$ cat config.mk
export PLATFORM = sky130hd
export DESIGN_NAME = memoria_sync_flat
export DESIGN_NICKNAME = d
export VERILOG_FILES = /design/src/rtl/memoria_sync_if.sv /design/src/rtl/memoria_sync.sv /design/src/flat_wrapper.sv
export SDC_FILE = /design/constraint.sdc
export NUM_CORES = 2
export LEC_CHECK = 0
export ABC_AREA = 1
export CORE_MARGIN = 4
export CORE_UTILIZATION = 40
export DETAILED_ROUTE_END_ITERATION = 10
export PLACE_DENSITY = 0.66
export SYNTH_ARGS = -nofsm -noshare
export SYNTH_HDL_FRONTEND = slang
export SYNTH_SLANG_ARGS = --single-unit
$ cat constraint.sdc
create_clock -name clk -period 2.9 [get_ports clk]
set_input_delay 0.58 -clock clk [delete_from_list [all_inputs] [get_ports clk]]
set_output_delay 0.58 -clock clk [all_outputs]
set_load 0.005 [all_outputs]
$ cat src/rtl/memoria_sync_if.sv
// memoria_sync_if: request/response bundle between the load/store unit and memoria_sync.
//   master : drives req, we, addr, wdata; receives ready, rvalid, rdata, addr_err, par_err
//   slave  : the memory side (receives requests, returns status and read data)
interface memoria_sync_if #(
    parameter int unsigned DATA_W = 32,
    parameter int unsigned ADDR_W = 10
);
    logic              req;
    logic              we;
    logic [ADDR_W-1:0] addr;
    logic [DATA_W-1:0] wdata;
    logic              ready;
    logic              rvalid;
    logic [DATA_W-1:0] rdata;
    logic              addr_err;
    logic              par_err;

    modport master (
        output req, we, addr, wdata,
        input  ready, rvalid, rdata, addr_err, par_err
    );

    modport slave (
        input  req, we, addr, wdata,
        output ready, rvalid, rdata, addr_err, par_err
    );
endinterface

$ cat src/rtl/memoria_sync.sv
// memoria_sync: single-clock, single-port word memory for the data/stack space.
//   clk, rst : posedge clock, asynchronous active-high reset
//   bus      : memoria_sync_if.slave
//     req/we/addr/wdata : one request per cycle, accepted while ready=1
//     ready             : high in IDLE (low during post-reset clear and while rst high)
//     rvalid/rdata      : read data registered one cycle after the accepting edge, rdata held
//     addr_err          : pulse one cycle after a request with addr >= DEPTH
//     par_err           : pulse with rvalid on stored-parity mismatch
// Optional feature: define MEM_PARITY_EN to store an even-parity bit per word;
// without it par_err is constant 0.
module memoria_sync #(
    parameter int unsigned DATA_W         = 32,
    parameter int unsigned ADDR_W         = 10,
    parameter int unsigned DEPTH          = 128,
    parameter bit          CLEAR_ON_RESET = 1'b1
) (
    input logic           clk,
    input logic           rst,
    memoria_sync_if.slave bus
);
    localparam int unsigned      IDX_W    = (DEPTH > 1) ? $clog2(DEPTH) : 1;
    // One extra bit so DEPTH == 2**ADDR_W still compares correctly.
    localparam logic [ADDR_W:0]  DEPTH_X  = (ADDR_W + 1)'(DEPTH);
    localparam logic [IDX_W-1:0] LAST_IDX = IDX_W'(DEPTH - 1);

    typedef enum logic {
        S_CLEAR,
        S_IDLE
    } state_t;

    localparam state_t RESET_STATE = CLEAR_ON_RESET ? S_CLEAR : S_IDLE;

    logic [DATA_W-1:0] mem [DEPTH];
`ifdef MEM_PARITY_EN
    logic              mem_par [DEPTH];
`endif

    state_t            state_q, state_d;
    logic [IDX_W-1:0]  cnt_q, cnt_d;
    logic [DATA_W-1:0] rdata_q, rdata_d;
    logic              rvalid_q, rvalid_d;
    logic              addr_err_q, addr_err_d;
    logic              par_err_q, par_err_d;

    logic              mem_we;
    logic [IDX_W-1:0]  mem_waddr;
    logic [DATA_W-1:0] mem_wdata;

    logic              in_range;
    logic [IDX_W-1:0]  idx;

    assign in_range = {1'b0, bus.addr} < DEPTH_X;
    assign idx      = bus.addr[IDX_W-1:0];

    always_comb begin
        state_d    = state_q;
        cnt_d      = cnt_q;
        rdata_d    = rdata_q;
        rvalid_d   = 1'b0;
        addr_err_d = 1'b0;
        par_err_d  = 1'b0;
        mem_we     = 1'b0;
        mem_waddr  = idx;
        mem_wdata  = bus.wdata;

        case (state_q)
            S_CLEAR: begin
                // Requests are ignored here; the requester holds until ready.
                mem_we    = 1'b1;
                mem_waddr = cnt_q;
                mem_wdata = '0;
                cnt_d     = cnt_q + 1'b1;
                if (cnt_q == LAST_IDX) begin
                    cnt_d   = '0;
                    state_d = S_IDLE;
                end
            end
            S_IDLE: begin
                if (bus.req) begin
                    addr_err_d = !in_range;
                    if (bus.we) begin
                        mem_we = in_range;
                    end else begin
                        rvalid_d = 1'b1;
                        rdata_d  = in_range ? mem[idx] : '0;
`ifdef MEM_PARITY_EN
                        par_err_d = in_range && ((^mem[idx]) != mem_par[idx]);
`endif
                    end
                end
            end
            default: state_d = S_IDLE;
        endcase
    end

    always_ff @(posedge clk or posedge rst) begin
        if (rst) begin
            state_q    <= RESET_STATE;
            cnt_q      <= '0;
            rdata_q    <= '0;
            rvalid_q   <= 1'b0;
            addr_err_q <= 1'b0;
            par_err_q  <= 1'b0;
        end else begin
            state_q    <= state_d;
            cnt_q      <= cnt_d;
            rdata_q    <= rdata_d;
            rvalid_q   <= rvalid_d;
            addr_err_q <= addr_err_d;
            par_err_q  <= par_err_d;
        end
    end

    // Storage has no reset; zeroing is done by the CLEAR walk instead.
    always_ff @(posedge clk) begin
        if (mem_we) begin
            mem[mem_waddr] <= mem_wdata;
`ifdef MEM_PARITY_EN
            mem_par[mem_waddr] <= ^mem_wdata;
`endif
        end
    end

    assign bus.ready    = (state_q == S_IDLE) && !rst;
    assign bus.rvalid   = rvalid_q;
    assign bus.rdata    = rdata_q;
    assign bus.addr_err = addr_err_q;
    assign bus.par_err  = par_err_q;
endmodule

$ cat src/flat_wrapper.sv
// flat-port wrapper written by rule: the top's interface ports become plain ports
module memoria_sync_flat 
#(
    parameter int unsigned DATA_W         = 32,
    parameter int unsigned ADDR_W         = 10,
    parameter int unsigned DEPTH          = 128,
    parameter bit          CLEAR_ON_RESET = 1'b1
)
  (clk, rst, bus_req, bus_we, bus_addr, bus_wdata, bus_ready, bus_rvalid, bus_rdata, bus_addr_err, bus_par_err);
  memoria_sync_if #(.DATA_W(DATA_W), .ADDR_W(ADDR_W)) bus_i ();
  input logic clk;
  input logic rst;
  input wire logic [$bits(bus_i.req)-1:0] bus_req;
  input wire logic [$bits(bus_i.we)-1:0] bus_we;
  input wire logic [$bits(bus_i.addr)-1:0] bus_addr;
  input wire logic [$bits(bus_i.wdata)-1:0] bus_wdata;
  output wire logic [$bits(bus_i.ready)-1:0] bus_ready;
  output wire logic [$bits(bus_i.rvalid)-1:0] bus_rvalid;
  output wire logic [$bits(bus_i.rdata)-1:0] bus_rdata;
  output wire logic [$bits(bus_i.addr_err)-1:0] bus_addr_err;
  output wire logic [$bits(bus_i.par_err)-1:0] bus_par_err;
  assign bus_i.req = bus_req;
  assign bus_i.we = bus_we;
  assign bus_i.addr = bus_addr;
  assign bus_i.wdata = bus_wdata;
  assign bus_ready = bus_i.ready;
  assign bus_rvalid = bus_i.rvalid;
  assign bus_rdata = bus_i.rdata;
  assign bus_addr_err = bus_i.addr_err;
  assign bus_par_err = bus_i.par_err;
  memoria_sync #(.DATA_W(DATA_W), .ADDR_W(ADDR_W), .DEPTH(DEPTH), .CLEAR_ON_RESET(CLEAR_ON_RESET)) u_core (.clk(clk), .rst(rst), .bus(bus_i));
endmodule
==> impl_metrics.toml <==
[route]
drt_pass1_iterations = 6
wirelength_mm = 507.7
post_drt_wl_per_cell_um = 25.15
drc = 0
ant_nets = 0
viasPerCell = 5.601
drt-initial-drc-count = 15209
vias = 113069

[clocking]
cts_inserted_buffers = 413
cts.sinks = 4138
cts_root_buf = "clkbuf_16"
htree_levels = 5
clkSlewWorstSetupHoldPaths_ns = 0.06
clkLatencyLatePin_ns = 0.99
tritoncts = "built"
cts_buffer_depth = 4

[sta]
period_needed_ns = 2.899
fin_crit_sh_pct = 99.96
setup_viol = 0
hold_viol_final = 0
worst_pin_slew_ns = 0.8089
slew_viol_final = 0
skew_ns = 0.08875
tns_ns = 0
rsz0062_at_grt = "true"
slew-limit-headroom_pct = 45.87
holdWs_ns = 0.2009
fmax_mhz = 345.0

[final_layout]
drive_gt1_share_pct = 12.76
nFillCells = 35122
fin_nets = 14409
area_delta_synth_final_pct = 18.75
fin_cells = 20188
fin_util_pct = 47.76

[synth]
ys.flop_type = "edfxtp_1"
netlist_instances = 13659
yosysMostFrequentCell = "nand2_1"
synth_fp_nets = 13706
synth-async-reset-ratio_pct = 1.015
synth_cell_types = 26
synth_area_leaders = "edfxtp_1, nand3_1, nand2_1"
ys_seq_area_share_pct = 74.55
yosysWarnings = 0
synth_top_area_share_pct = 73.92
synth_edf_count = 4096
yosysTopAreaCell = "edfxtp_1"
netlist_area_um2 = 166400
ys_top_cells_by_count = "nand2_1, edfxtp_1, nand3_1"
yosys_register_bits = 4138
syn_avg_cell_area_um2 = 12.18

[global_route]
grt_pass1_wl_mm = 732.9
grt_start_max_net_pins = 90
grt_pass1_vias = 106337
track_usage_pct = 23.15
grt-ovfl-total = 0
antenna_found_initial = 19

[place]
finalWeightedCongestion = 0.9257
dp_cells = 19419
place_hpwl_mm = 320.0
io_buffer_count = 80

[floorplan]
dieArea_um2 = 426400
io-pin-count = 82
start_util_pct = 40.22
die-height_um = 653.0
core_um2 = 413700
fp-row-count = 236
fp.dieW_um = 653.0

[worst_setup_path]
reg2reg_depth = 9
worstSetupEndpointType = "register"
crit_path_max_fanout = 20
required_ns = 3.55
critPathKind = "reg2reg"
startpoint_type = "register"
cp.arrival_ns = 3.55

[power_and_ir_drop]
powerDensity_nw_per_um2 = 629.1
power_leakage_uw = 0.06772
vdd_ir_drop_max_uv = 488.4
power_uw = 124300

[run_status]
outcome = "completed"

[job]
cap_viol_max_count = 0

[worst_hold_path]
hold_class = "in2reg"
hold_depth = 2
==> what timing repair did <==
action	CTS	global route
hold endpoints to repair	8	0
setup buffers	1	0
hold buffers	1	0
setup endpoints to repair	217	879
gates resized for setup	8	2
pin swaps	0	0
==> worst paths after layout <==
| kind | slack, ns | endpoint | startpoint |
|---|---|---|---|
| worst min-delay path | 0.20 | u_core.bus.rvalid | bus_we |
| worst max register to register | 0.001 | u_core.mem[83][23] | u_core.state_q |
| min in group asynchronous | 0.57 | u_core.bus.addr_err | rst |
| worst min register to register | 0.49 | u_core.bus.rdata[15] | u_core.bus.rdata[15] |
| max in group asynchronous | 1.49 | u_core.bus.rdata[11] | rst |
| worst max-delay path | 0.001 | u_core.mem[83][23] | u_core.state_q |
==> area by class of cell <==
cell class,instances,area [µm²],area share (%)
sequential,4138,124100,62.78
multi-input combinational,8537,38140,19.30
timing repair buffer,1209,15190,7.688
clock buffer,541,11020,5.579
tap,5474,6849,3.466
clock inverter,217,1947,0.9853
inverter,63,371.6,0.1881
antenna,9,22.52,0.01140
==> cells by family after synthesis <==
group	synth area share (%)
AND/OR/NAND/NOR	22.25
other	0.002254
buffers and inverters	3.135
AO/OA/AOI/OAI	0.03384
adder cells (fa/ha/maj)	0.007518
flip-flops	74.55
XOR/XNOR	0.02632
==> power by group <==
| group | internal, µW | total (µW) | leakage [µW] | switching [µW] |
|---|---|---|---|---|
| Combinational | 2520 | 7650 | 0.0325 | 5130 |
| Sequential | 64700 | 64700 | 0.0289 | 15.4 |
| Clock | 29400 | 51900 | 0.00631 | 22500 |
| Total | 96600 | 124000 | 0.0677 | 27700 |
==> metal layers <==
metal  GRT usage, %  part of all wire [%]
met3          4.481                    10
met1          30.87                    38
met2          36.30                    46
met4          11.50                   5.8
met5              0                 0.014
==> critical path: stages (launching register included) <==
cell     delay [ns]
dfrtp_2        0.42
buf_4          0.21
o21ai_0        0.33
inv_1          0.13
nor2_2         0.37
buf_4          0.21
nand3_1        0.20
buf_12         0.23
nor2_4         0.22
buf_12         0.23
==> per-stage QoR <==
stage | setup slack (ns) | cell area [µm²]
floorplan | -0.5115 | 166500
global placement | -0.4454 | 184600
detailed placement | -0.4411 | 184600
CTS | 0.0004368 | 197600
global route | -0.03107 | 197600
finish | 0.001027 | 197600
==> sequential cells by signal, indices dropped and copies added (netlist names) <==
register / count
u_core.state_q: 1
u_core.bus.rvalid: 1
u_core.bus.addr_err: 1
u_core.bus.rdata: 32
u_core.cnt_q: 7
u_core.mem: 4096
==> placed cells by master, fill, tap and decap left out, types with 8 or more instances in the layout <==
cell type	synthesis	layout
clkbuf_8	0	8
nor2_4	0	128
edfxtp_1	4096	4096
clkinvlp_4	0	12
clkdlybuf4s50_1	0	74
bufinv_16	0	30
diode_2	0	9
nor2_1	152	21
inv_1	59	23
inv_6	0	12
clkinv_1	0	90
nand2_1	4356	4350
dfrtp_1	42	36
buf_12	1	470
inv_4	2	33
clkinv_2	0	62
nand3_1	4006	4004
clkbuf_16	0	419
clkbuf_1	133	114
buf_4	168	657
No activity file was read; power rests on OpenSTA's default activity.
